[src/rtl/min_queue_scheduler.sv]
// min_queue_scheduler: sequences min-queue pushes/pops into ram_manager through a small input FIFO
// Ports:
//   clk, rst_b                       clock, asynchronous active-low reset
//   push, push_record                push request and record (accepted when !full & !push_wait)
//   full, push_wait                  registered back-pressure flags
//   pop, pop_record                  pop request (accepted when min_valid) and current minimum
//   empty, min_valid                 registered occupancy / minimum-stable flags
//   ram_push, ram_record, ram_pop    one-cycle commands to ram_manager
//   ram_busy, ram_min_record, ram_min_valid   ram_manager status
module min_queue_scheduler #(
  parameter int q_depth = 1024,
  parameter int ptr_wd = 10,
  parameter int fifo_depth = 4,
  parameter int fifo_ptr_wd = 2,
  parameter int rec_wd = 48
) (
  input  logic              clk,
  input  logic              rst_b,
  input  logic              push,
  input  logic [rec_wd-1:0] push_record,
  output logic              full,
  output logic              push_wait,
  input  logic              pop,
  output logic [rec_wd-1:0] pop_record,
  output logic              empty,
  output logic              min_valid,
  output logic              ram_push,
  output logic [rec_wd-1:0] ram_record,
  output logic              ram_pop,
  input  logic              ram_busy,
  input  logic [rec_wd-1:0] ram_min_record,
  input  logic              ram_min_valid
);
  // WAIT_FIRST is the first WAIT_RAM cycle, where ram_busy has not risen yet and is ignored
  typedef enum logic [1:0] {IDLE, WAIT_FIRST, WAIT_RAM} state_t;
  state_t state, state_next;
  logic [rec_wd-1:0] fifo_mem [fifo_depth];
  logic [fifo_ptr_wd-1:0] wr_ptr, rd_ptr;
  logic [fifo_ptr_wd:0] fifo_count, fifo_count_next;
  logic [ptr_wd:0] occ, occ_next;
  logic pop_pend, pop_pend_next;
  logic push_acc, pop_acc, drain, ram_pop_next, min_valid_next;
  assign push_acc = push & ~full & ~push_wait;
  assign pop_acc = pop & min_valid;
  assign pop_record = ram_min_record;
  assign ram_pop_next = (state == IDLE) & pop_acc;
  // pop wins over draining the FIFO head
  assign drain = (state == IDLE) & ~pop_acc & (fifo_count != '0) & ~ram_busy;
  assign fifo_count_next = fifo_count + (fifo_ptr_wd+1)'(push_acc) - (fifo_ptr_wd+1)'(drain);
  assign occ_next = occ + (ptr_wd+1)'(push_acc) - (ptr_wd+1)'(pop_acc);
  // a blocked pop holds off new pushes so the FIFO can drain and the minimum settle
  assign pop_pend_next = pop_acc ? 1'b0 : (pop & ~min_valid & (occ != '0)) ? 1'b1 : pop_pend;
  assign min_valid_next = (state_next == IDLE) & (fifo_count_next == '0) & ram_min_valid &
                          ~ram_busy & (occ_next != '0) & ~ram_pop;
  always_comb begin
    state_next = state;
    case (state)
      IDLE:       state_next = (ram_pop_next | drain) ? WAIT_FIRST : IDLE;
      WAIT_FIRST: state_next = WAIT_RAM;
      default:    state_next = ram_busy ? WAIT_RAM : IDLE;
    endcase
  end
  always_ff @(posedge clk or negedge rst_b) begin
    if (!rst_b) begin
      state      <= IDLE;
      wr_ptr     <= '0;
      rd_ptr     <= '0;
      fifo_count <= '0;
      occ        <= '0;
      pop_pend   <= 1'b0;
      full       <= 1'b0;
      push_wait  <= 1'b0;
      empty      <= 1'b1;
      min_valid  <= 1'b0;
      ram_push   <= 1'b0;
      ram_pop    <= 1'b0;
      ram_record <= '0;
    end else begin
      state      <= state_next;
      wr_ptr     <= wr_ptr + fifo_ptr_wd'(push_acc);
      rd_ptr     <= rd_ptr + fifo_ptr_wd'(drain);
      fifo_count <= fifo_count_next;
      occ        <= occ_next;
      pop_pend   <= pop_pend_next;
      full       <= occ_next == (ptr_wd+1)'(q_depth);
      push_wait  <= (fifo_count_next == (fifo_ptr_wd+1)'(fifo_depth)) | pop_pend_next;
      empty      <= occ_next == '0;
      min_valid  <= min_valid_next;
      ram_push   <= drain;
      ram_pop    <= ram_pop_next;
      ram_record <= drain ? fifo_mem[rd_ptr] : ram_record;
    end
  end
  always_ff @(posedge clk) begin
    if (push_acc) fifo_mem[wr_ptr] <= push_record;
  end
endmodule

[config.mk]
export PLATFORM = sky130hd
export DESIGN_NAME = min_queue_scheduler
export DESIGN_NICKNAME = d
export VERILOG_FILES = /design/src/rtl/min_queue_scheduler.sv
export SDC_FILE = /design/constraint.sdc
export NUM_CORES = 1
export LEC_CHECK = 0
export ABC_AREA = 1
export CAP_MARGIN = 20
export CELL_PAD_IN_SITES_DETAIL_PLACEMENT = 0
export CELL_PAD_IN_SITES_GLOBAL_PLACEMENT = 2
export CORE_UTILIZATION = 37
export DETAILED_ROUTE_END_ITERATION = 8
export PLACE_DENSITY_LB_ADDON = 0.1
export SLEW_MARGIN = 20
export SYNTH_ARGS = -nofsm -noshare
export SYNTH_HDL_FRONTEND = slang
export SYNTH_SLANG_ARGS = --single-unit
[constraint.sdc]
create_clock -name clk -period 9.95 [get_ports clk]
set_clock_uncertainty 0.05 [all_clocks]
set_input_delay 1.99 -clock clk [delete_from_list [all_inputs] [get_ports clk]]
set_output_delay 1.99 -clock clk [all_outputs]
set_load 0.01 [all_outputs]
==> results of run 1 <==
path summary, 6_finish.rpt:
| check | start | to | slack, ns | depth (start not counted) |
|---|---|---|---|---|
| max | push | min_valid | 5.32 | 19 |
| min | ram_record[23] | ram_record[23] | 0.42 | 2 |
| max reg2reg | fifo_count[1] | min_valid | 6.77 | 15 |
| min reg2reg | ram_record[23] | ram_record[23] | 0.42 | 2 |
| max in group asynchronous | rst_b | rd_ptr[1] | 7.36 | 2 |
| min in group asynchronous | rst_b | ram_record[27] | 1.23 | 1 |
worst register-to-register path: cells and delay by family (launching register included):
| kind | cells | cell delay (ns) |
|---|---|---|
| simple gates | 8 | 1.08 |
| fa+ha+maj | 3 | 0.91 |
| buf+inv | 4 | 0.70 |
| flops | 1 | 0.38 |
where the power goes:
part | internal, W | switching [W]
logic | 0.000529 | 0.000716
clock network | 0.000666 | 0.000433
registers | 0.00135 | 0.000206
registers in the layout, indices dropped and copies added, names as in the netlist, 2 cells and up:
name,count
state,2
wr_ptr,2
occ,11
fifo_count,3
ram_record,48
rd_ptr,2
fifo_mem,192
routing by layer:
| metal | vias to the layer above | GRT usage [%] |
|---|---|---|
| met2 | 133 | 26.0 |
| li1 | 3253 | - |
| met4 | 0 | 5.52 |
| met5 | - | 0 |
| met3 | 66 | 2.69 |
| met1 | 3133 | 20.8 |
layout by cell type (no fill, tap or decap), types with 5 or more instances in the layout:
cell	synthesis	routed
clkdlybuf4s50_1	0	106
nand2_2	8	8
dfrtp_1	74	72
nand2_1	190	190
nor2_1	158	158
a21oi_1	5	5
clkbuf_1	22	6
buf_4	52	11
clkbuf_16	0	30
o21ai_1	17	17
inv_1	43	43
edfxtp_1	192	192
o21ai_0	33	33
inv_2	6	5
nand3_1	11	11
o32ai_1	48	48
clkinv_2	0	6
ha_1	19	19
cell usage after synthesis (11+ instances only):
| cell type | count | area [µm²] |
|---|---|---|
| nor2_1 | 158 | 593 |
| o21ai_0 | 33 | 165 |
| nand2_1 | 190 | 713 |
| o21ai_1 | 17 | 85.1 |
| nand3_1 | 11 | 55.1 |
| clkbuf_1 | 22 | 82.6 |
| o32ai_1 | 48 | 420 |
| edfxtp_1 | 192 | 5770 |
| dfrtp_1 | 74 | 1850 |
| buf_2 | 15 | 75.1 |
| ha_1 | 19 | 238 |
| buf_4 | 52 | 390 |
| inv_1 | 43 | 161 |
metrics by stage:
stage | cells | power, W | instance area [µm²]
after detailed placement | 1338 | 0.00285 | 12100
after floorplan | 927 | 0.00240 | 11000
after global routing | 1394 | 0.00418 | 13100
after global placement | 1338 | 0.00286 | 12100
after CTS | 1394 | 0.00397 | 13100
final | 1395 | 0.00390 | 13100
logic make-up after synthesis:
group	synth area share [%]
buf+inv	6.70
xor+xnor	0.319
compound gates	6.82
simple gates	14.1
flops	69.6
fa+ha+maj	2.53
area by class of cell:
| cell class | count | area [µm²] |
|---|---|---|
| timing repair buffer | 117 | 1140 |
| antenna | 1 | 2.50 |
| clock buffer | 37 | 787 |
| fill | 2697 | 15800 |
| multi-input combinational | 521 | 2630 |
| clock inverter | 19 | 216 |
| sequential | 267 | 7650 |
| tap | 384 | 480 |
| inverter | 49 | 185 |
==> reports/metrics.sh, run 1 <==
GRT_ANTENNA_BEFORE_REPAIR=1
MIN_PATH_TYPE='flip-flop to flip-flop'
MET3_LENGTH_UM=1040
DRV_CAP=0
CP_MAX_FO=6
DETAILEDPLACEMENTHPWL_UM=13400
FIN_CRIT_NS=4.63
WORSTPATHBUFFERINVERTERCOUNT=7
DRT-MET1-WL_UM=10900
TOTAL_WIRELENGTH_OF_THE_DETAILED_ROUTED_DESIGN_UM=23600
VDD_DROP_MAX_mV=0.201
CLKSLEWWORSTSETUPHOLDPATHS_NS=0.05
CP_COMMON_CELL='inv_1'
MAPPEDNETLISTAREA_UM2=11000
CRITPATHSLOWESTCELL='fa_1'
LAYOUT_WORST_PATH_CYCLE_SHARE_PCT=46.5
SETUP_VIOL_COUNT_FINAL=0
SYNTH_FF_TYPE='edfxtp_1'
CTS-HOLD-FIX-BUFFERS=0
DESIGN.FINAL.NETS=1109
WORSTSETUPENDPOINTTYPE='flip-flop'
GRT_START_MAX_NET_PINS=99
FINALSETUPTNS_NS=0
VIA_PER_INST=4.72
TIMING.HOLD.WS_NS=0.425
CLOCK_PATH_BUFFERS=3
CPPEAKSTAGEDELAY_NS=0.47
MAX_SLEW_VIOLATIONS=0
PRE_CTS_WS_NS=4.65
SYNTH_FP_NETS=1050
VERTICAL_DIE_DIMENSION_UM=174
WORST_SKEW_PAIR.LATE_LATENCY_NS=0.56
FINAL_CRITICAL_PATH_SETUP_SLACK_NS=5.32
YOSYS_WARNINGS=0
GPL.FINAL_WEIGHTED_CONGESTION=0.717
SYN_AVG_CELL_AREA_UM2=11.9
SYNTH-ASYNC-RESET-RATIO_PCT=28.1
PWR_DENSITY_CELL_nW_PER_UM2=298
SYNTH_CELL_TYPE_COUNT=31
IO_BUFFERS=107
AREA_GROWTH_PCT=19.2
CORE_AREA_UM2=28900
SYNTH_SEQUENTIAL_AREA_RATIO_PCT=69.6
MAX-SLEW-MARGIN-REL_PCT=29.2
CELLLEAKAGEPOWER_nW=5.06
ROUTE.DETAILED.DRC=0
ROUTED.TOP_LAYER='met4'
CRIT_FAMILY='simple AND/OR/NAND/NOR gates'
ROWS=62
COUNT_OF_VIAS_PLACED_BY_THE_DETAILED_ROUTER=6585
GR-TOTAL-OVERFLOW=0
DETAIL_ROUTE.ITER0.VIOLATIONS=333
CLOCK-SINKS=267
CLOCK-ROOT-BUFFER='clkbuf_16'
CRITICAL_PATH_REQUIRED_NS=10.33
MET2_WIRELENGTH_UM=11000
OUTCOME='finished, final reports clean'
NETLIST_INSTANCES=927
CELL_BY_CELL_TRACE_OF_THE_CRITICAL_PATH='clkdlybuf4s50_1 -> inv_1 -> nor3_1 -> inv_1 -> ha_1 -> inv_1 -> ha_1 -> inv_1 -> fa_1 -> inv_1 -> or2_1 -> nor2_1 -> nand3_2 -> nor2_2 -> nand3_1 -> nor2_2 -> nand3_2 -> nand2_1 -> inv_1'
GRT_PASS1_VIAS=6552
RATIO_OF_CELLS_WITH_DRIVE_ABOVE_1_IN_THE_FINAL_LAYOUT_PCT=8.51
TIMING.FMAX_MHz=216
POST_DR_WIRELENGTH_CELL_UM=16.9
RSZ0062_AT_GRT='no'
ANT_NETS=0
FLOORPLAN.INITIALDENSITY_PCT=38.0
CTS_TREE='built'
GRT_PASS1_WL_UM=36900
DIE_WIDTH_UM=174
POST_CTS_BUFFERS=0
START_KIND='input port'
TIMING.SETUP.CRITICAL_PATH_CLASS='input port to flip-flop'
DATA_ARRIVAL_TIME_OF_THE_CRITICAL_PATH_NS=5.01
TRACK_USAGE_PCT=15.7
NUMBER_OF_ENABLE_TYPE_REGISTER_CELLS_IN_THE_SYNTHESIZED_NETLIST=192
WORST_PIN_SLEW_NS=1.06
REPORT.FINAL.HOLD_VIOL_COUNT=0
FINALCOREUTILIZATION_PCT=45.3
CTS_INSERTED_BUFFERS=30
YS_FF_LATCH=267
CTS.HTREE.LEVELS=1
DRT_FIRST_PASS_ITERS=4
DIE-AREA_UM2=30400
PIN_COUNT=204
POSTCTSRESIZEDCELLS=0
No activity file was read; power rests on OpenSTA's default activity.
==> inputs of run 2 (changes only) <==
- CORE_UTILIZATION: 37 -> 34
- clock period: 9.95 -> 4.3 ns (I/O delays scaled with it)
==> reports/metrics.sh, run 2 (synthesis gave the netlist of run 1 again) <==
DRV_CAP=0
TIMING.FMAX_MHz=299
GPL.FINAL_WEIGHTED_CONGESTION=0.726
DIE-AREA_UM2=33000
MAX_SLEW_VIOLATIONS=0
USE_MET3_PCT=2.91
AREA_GROWTH_PCT=20.2
CRIT-REG2REG-LAUNCH='full'
CRIT_PATH_START='push'
LARGEST-REGISTER='fifo_mem'
DETAILEDPLACEMENTHPWL_UM=13500
LARGEST_REGISTER_FF_COUNT=192
PWR-SHARE-COMB_PCT=33.2
SETUP_VIOL_COUNT_FINAL=0
POSTCTSRESIZEDCELLS=0
CELLLEAKAGEPOWER_nW=5.11
REG2REG_SETUP_SLACK_NS=1.31
MOSTFREQUENTLAYOUTCELLS='192 x edfxtp_1, 190 x nand2_1, 158 x nor2_1'
START_KIND='input port'
LAYOUT_WORST_PATH_CYCLE_SHARE_PCT=77.7
VIA_PER_INST=4.72
GRT_MET1_USE_PCT=19.4
CP_COMMON_CELL='inv_1'
CTS.HTREE.LEVELS=1
CTS_TREE='built'
FIN_CRIT_NS=3.34
PWR_DENSITY_CELL_nW_PER_UM2=694
FINISH.CELL_COUNT_WITHOUT_FILLERS=1415
GRT_PASS1_VIAS=6883
GRT_START_MAX_NET_PINS=98
CRITPATHSLOWESTCELL='fa_1'
MAX-SLEW-MARGIN-REL_PCT=29.8
WORST_PIN_SLEW_NS=1.05
ROUTE.DETAILED.DRC=0
MOST_COMMON_CELL_AFTER_LAYOUT_FILL_AND_TAPS_ASIDE='edfxtp_1'
CLOCK-SINKS=267
TOTAL_WIRELENGTH_OF_THE_DETAILED_ROUTED_DESIGN_UM=24600
SEQUENTIALPOWERSHARE_PCT=37.9
VDD_DROP_MAX_mV=0.264
FINALSETUPTNS_NS=0
DETAIL_ROUTE.ITER0.VIOLATIONS=270
CLOCK_PATH_BUFFERS=3
POST_DR_WIRELENGTH_CELL_UM=17.4
GRT_PASS1_WL_UM=38900
WORSTSETUPENDPOINTTYPE='flip-flop'
GRT_ANTENNA_BEFORE_REPAIR=1
CTS-HOLD-FIX-BUFFERS=0
WORSTPATHBUFFERINVERTERCOUNT=7
CELL_BY_CELL_TRACE_OF_THE_CRITICAL_PATH='clkdlybuf4s50_1 -> inv_1 -> nor3_1 -> inv_1 -> ha_1 -> inv_1 -> ha_1 -> inv_1 -> fa_1 -> inv_1 -> or2_1 -> nor2_1 -> nand3_2 -> nor2_2 -> nand3_1 -> nor2_2 -> nand3_2 -> nand2_1 -> inv_1'
TRACK_USAGE_PCT=15.2
MIN_PATH_TYPE='input port to async pin'
SWITCHING_SHARE_PCT=34.3
DP_CELLS=1358
CP_MAX_FO=2
RSZ0062_AT_GRT='no'
CTS_INSERTED_BUFFERS=30
POWER.SWITCHING_W=0.00315
POST_CTS_BUFFERS=0
DATA_ARRIVAL_TIME_OF_THE_CRITICAL_PATH_NS=3.74
DESIGN.FINAL.NETS=1111
GR-TOTAL-OVERFLOW=0
CRIT_FAMILY='simple AND/OR/NAND/NOR gates'
WORST_SKEW_PAIR.LATE_LATENCY_NS=0.55
CLOCK-ROOT-BUFFER='clkbuf_16'
GRT_USE_MET2_PCT=26.0
DIE_WIDTH_UM=182
CLKSLEWWORSTSETUPHOLDPATHS_NS=0.06
CORE_AREA_UM2=31600
GLOBAL_ROUTE.PEAK_USAGE_LAYER='met2'
PIN_COUNT=204
RATIO_OF_CELLS_WITH_DRIVE_ABOVE_1_IN_THE_FINAL_LAYOUT_PCT=8.89
POWER_REPORT.INTERNAL_TOTAL_W=0.00603
LAYOUT_TOP_REGISTERS='fifo_mem: 192 flops, ram_record: 48 flops, occ: 11 flops'
VERTICAL_DIE_DIMENSION_UM=182
CPPEAKSTAGEDELAY_NS=0.48
REPORT.FINAL.HOLD_VIOL_COUNT=0
COUNT_OF_VIAS_PLACED_BY_THE_DETAILED_ROUTER=6673
TIMING.SETUP.CRITICAL_PATH_CLASS='input port to flip-flop'
CRITICAL_PATH_REQUIRED_NS=4.70
FLOORPLAN.INITIALDENSITY_PCT=34.7
ANT_NETS=0
DRT_FIRST_PASS_ITERS=4
IO_BUFFERS=107
OUTCOME='finished, final reports clean'
ROWS=65
CLKPWRFRAC_PCT=28.9
run 2: worst paths after layout:
path | to | cells after the start
min reg2reg | ram_record[13] | 2
max in group asynchronous | rd_ptr[0] | 2
min in group clk | ram_record[13] | 2
max | min_valid | 19
min | ram_record[28] | 1
max reg2reg | min_valid | 17
run 2: layout make-up:
class                           count  area [µm²]
Fill cell                        3007       18400
Sequential cell                   267        7650
Multi-Input combinational cell    521        2630
Timing Repair Buffer              119        1200
Clock buffer                       44         885
Tap cell                          402         503
Inverter                           49         185
Clock inverter                     12         159
Antenna cell                        1        2.50
run 2: through the flow:
| stage | hold WS (ns) | setup slack, ns | cell area (µm²) | power (W) | util (%) |
|---|---|---|---|---|---|
| after global routing | 0.441 | 0.661 | 13200 | 0.00985 | 41.7 |
| after detailed placement | 0.414 | 0.303 | 12200 | 0.00666 | 38.4 |
| final | 0.372 | 0.960 | 13200 | 0.00917 | 41.8 |
| after global placement | 0.411 | 0.395 | 12200 | 0.00668 | 38.4 |
| after CTS | 0.407 | 0.907 | 13200 | 0.00937 | 41.7 |
| after floorplan | 0.408 | -0.746 | 11000 | 0.00555 | - |
run 2: power groups by stage:
| stage | Clock [W] | Sequential [W] | Combinational [W] |
|---|---|---|---|
| floorplan | 0 | 0.00344 | 0.00210 |
| global placement | 0 | 0.00354 | 0.00314 |
| detailed placement | 0 | 0.00354 | 0.00312 |
| CTS | 0.00273 | 0.00350 | 0.00314 |
| global route | 0.00283 | 0.00354 | 0.00347 |
| finish | 0.00265 | 0.00348 | 0.00304 |
run 2: worst reg2reg max path: cells and delay by family (launching register included):
family	cells	cell delay [ns]
fa+ha+maj	3	0.91
buf+inv	5	0.30
flops	1	0.40
simple gates	9	1.24
run 2: routing by layer:
| metal | routed length (µm) | up-vias |
|---|---|---|
| met5 | 0 | - |
| met4 | 534 | 0 |
| met3 | 1110 | 50 |
| met2 | 11900 | 126 |
| met1 | 11100 | 3234 |
| li1 | - | 3263 |
==> inputs of run 3 (changes only) <==
- CORE_UTILIZATION: 34 -> 31
- clock period: 4.3 -> 2.78 ns (I/O delays scaled with it)
==> reports/metrics.sh, run 3 (synthesis gave the netlist of run 1 again) <==
CTS_TREE='built'
CRIT_FAMILY='simple AND/OR/NAND/NOR gates'
WORST_PIN_SLEW_NS=0.721
CP_MAX_FO=2
LAYOUT_WORST_PATH_CYCLE_SHARE_PCT=94.8
POWER_REPORT.INTERNAL_TOTAL_W=0.00928
LAYOUT_TOP_REGISTERS='fifo_mem: 192 flops, ram_record: 48 flops, occ: 11 flops'
GRT_START_MAX_NET_PINS=67
POWER.SWITCHING_W=0.00498
CRITICAL_PATH_REQUIRED_NS=3.17
ANTENNA-DIODE-COUNT=0
START_KIND='flip-flop'
MOST_COMMON_CELL_AFTER_LAYOUT_FILL_AND_TAPS_ASIDE='edfxtp_1'
CRITPATHSLOWESTCELL='fa_1'
CP_COMMON_CELL='nand3_2'
RSZ0062_AT_GRT='yes'
LARGEST-REGISTER='fifo_mem'
SEQUENTIALPOWERSHARE_PCT=37.4
MOSTFREQUENTLAYOUTCELLS='192 x edfxtp_1, 190 x nand2_1, 156 x nor2_1'
GPL.FINAL_WEIGHTED_CONGESTION=0.725
DIE-AREA_UM2=36200
GRT_PASS1_WL_UM=39500
DIE_WIDTH_UM=190
TIMING.HOLD.WS_NS=0.384
TOTAL_WIRELENGTH_OF_THE_DETAILED_ROUTED_DESIGN_UM=25100
ROUTE.DETAILED.DRC=0
SWITCHING_SHARE_PCT=34.9
DETAIL_ROUTE.ITER0.VIOLATIONS=227
SETUP_VIOL_COUNT_FINAL=0
PWR-SHARE-COMB_PCT=35.8
DATA_ARRIVAL_TIME_OF_THE_CRITICAL_PATH_NS=3.02
CLOCK-SINKS=267
WORSTSETUPENDPOINTTYPE='flip-flop'
ROWS=68
VDD_DROP_MAX_mV=0.468
CPPEAKSTAGEDELAY_NS=0.47
WORST_SKEW_PAIR.LATE_LATENCY_NS=0.55
PIN_COUNT=204
TIMING.SETUP.CRITICAL_PATH_CLASS='flip-flop to flip-flop'
IO_BUFFERS=107
REPORT.FINAL.HOLD_VIOL_COUNT=0
OUTCOME='finished, final reports clean'
TIMING.FMAX_MHz=380
RATIO_OF_CELLS_WITH_DRIVE_ABOVE_1_IN_THE_FINAL_LAYOUT_PCT=11.3
CLKSLEWWORSTSETUPHOLDPATHS_NS=0.06
GRT_PASS1_VIAS=7004
CORE_AREA_UM2=34700
ANT_NETS=0
CLKPWRFRAC_PCT=26.8
GRT_ANTENNA_BEFORE_REPAIR=1
DRT_FIRST_PASS_ITERS=4
DETAILEDPLACEMENTHPWL_UM=14700
WORSTPATHBUFFERINVERTERCOUNT=5
MAX-SLEW-MARGIN-REL_PCT=51.9
COUNT_OF_VIAS_PLACED_BY_THE_DETAILED_ROUTER=6741
DESIGN.FINAL.NETS=1135
FIN_CRIT_NS=2.63
TRACK_USAGE_PCT=14.2
POST_DR_WIRELENGTH_CELL_UM=16.8
LARGEST_REGISTER_FF_COUNT=192
GR-TOTAL-OVERFLOW=0
PWR_DENSITY_CELL_nW_PER_UM2=1050
FLOORPLAN.INITIALDENSITY_PCT=31.7
AREA_OF_THE_MULTI_INPUT_GATES_UM2=2700
MAX_SLEW_VIOLATIONS=0
CTS_INSERTED_BUFFERS=30
VIA_PER_INST=4.52
CLOCK-ROOT-BUFFER='clkbuf_16'
CLOCK_PATH_BUFFERS=3
CTS.HTREE.LEVELS=1
AREA_GROWTH_PCT=23.2
VERTICAL_DIE_DIMENSION_UM=190
MIN_PATH_TYPE='input port to async pin'
CELL_BY_CELL_TRACE_OF_THE_CRITICAL_PATH='nor3_4 -> inv_2 -> ha_4 -> inv_4 -> ha_4 -> inv_2 -> fa_1 -> inv_1 -> or2_1 -> nor2_2 -> nand3_2 -> nor2_2 -> nand3_2 -> nor2_4 -> nand3_2 -> nand2_1 -> inv_1'
FILL_CELLS=3413
DRV_CAP=0
CELLLEAKAGEPOWER_nW=5.21
FINALCOREUTILIZATION_PCT=39.0
LAYOUT.AREA.SEQ_UM2=7650
-- run 3: cell count changes in the layout (fill, tap and decap cells not counted), sizes merged, moves of 2 or more --
| cell | previous run | this run |
|---|---|---|
| clkinv | 9 | 7 |
| bufinv | 4 | 2 |
| buf | 13 | 36 |
| clkbuf | 44 | 47 |
-- run 3: what timing repair did --
item / CTS / global route
buffers inserted: 2 / 1
gates resized for setup: 13 / 1
endpoints found under the setup margin: 3 / 3
endpoints found under the hold margin: 17 / 0
pin swaps: 7 / 7
hold buffers: 1 / 0
-- run 3: power groups by stage --
stage | Combinational (W) | Clock, W | Sequential [W]
CTS | 0.00525 | 0.00396 | 0.00536
floorplan | 0.00326 | 0 | 0.00533
finish | 0.00511 | 0.00382 | 0.00534
detailed placement | 0.00516 | 0 | 0.00544
global placement | 0.00520 | 0 | 0.00544
global route | 0.00583 | 0.00413 | 0.00543
-- run 3: final timing paths --
kind	start	end	slack [ns]	depth (start not counted)
worst max-delay path	push_wait	min_valid	0.15	17
worst min-delay path	rst_b	ram_record[39]	0.38	2
worst max register to register	push_wait	min_valid	0.15	17
worst min register to register	ram_record[21]	ram_record[21]	0.42	2
max in group asynchronous	rst_b	rd_ptr[1]	1.63	3
min in group clk	ram_record[21]	ram_record[21]	0.42	2
-- run 3: stage by stage --
step	instances	power, W	instance area [µm²]	worst slack, ns	setup TNS (ns)
floorplan	927	0.00859	11000	-0.418	-80.20
global placement	1431	0.0106	12500	-0.673	-2.77
detailed placement	1431	0.0106	12500	-0.728	-3.10
CTS	1490	0.0146	13500	0.0273	0
global route	1491	0.0154	13500	-0.0164	-0.0164
finish	1491	0.0143	13500	0.145	0
-- run 3: area by class of cell --
cell class | count | share of cell area [%]
clock buffer | 47 | 6.31
clock inverter | 9 | 0.786
inverter | 49 | 1.39
multi-input combinational | 521 | 20.0
sequential | 267 | 56.5
tap | 455 | 4.21
timing repair buffer | 143 | 10.8
-- run 3: routing by layer --
layer | part of all wire (%) | global-route usage (%)
met1 | 45 | 18.4
met2 | 49 | 24.4
met3 | 4.1 | 2.43
met4 | 1.7 | 3.51
met5 | 0.048 | 0
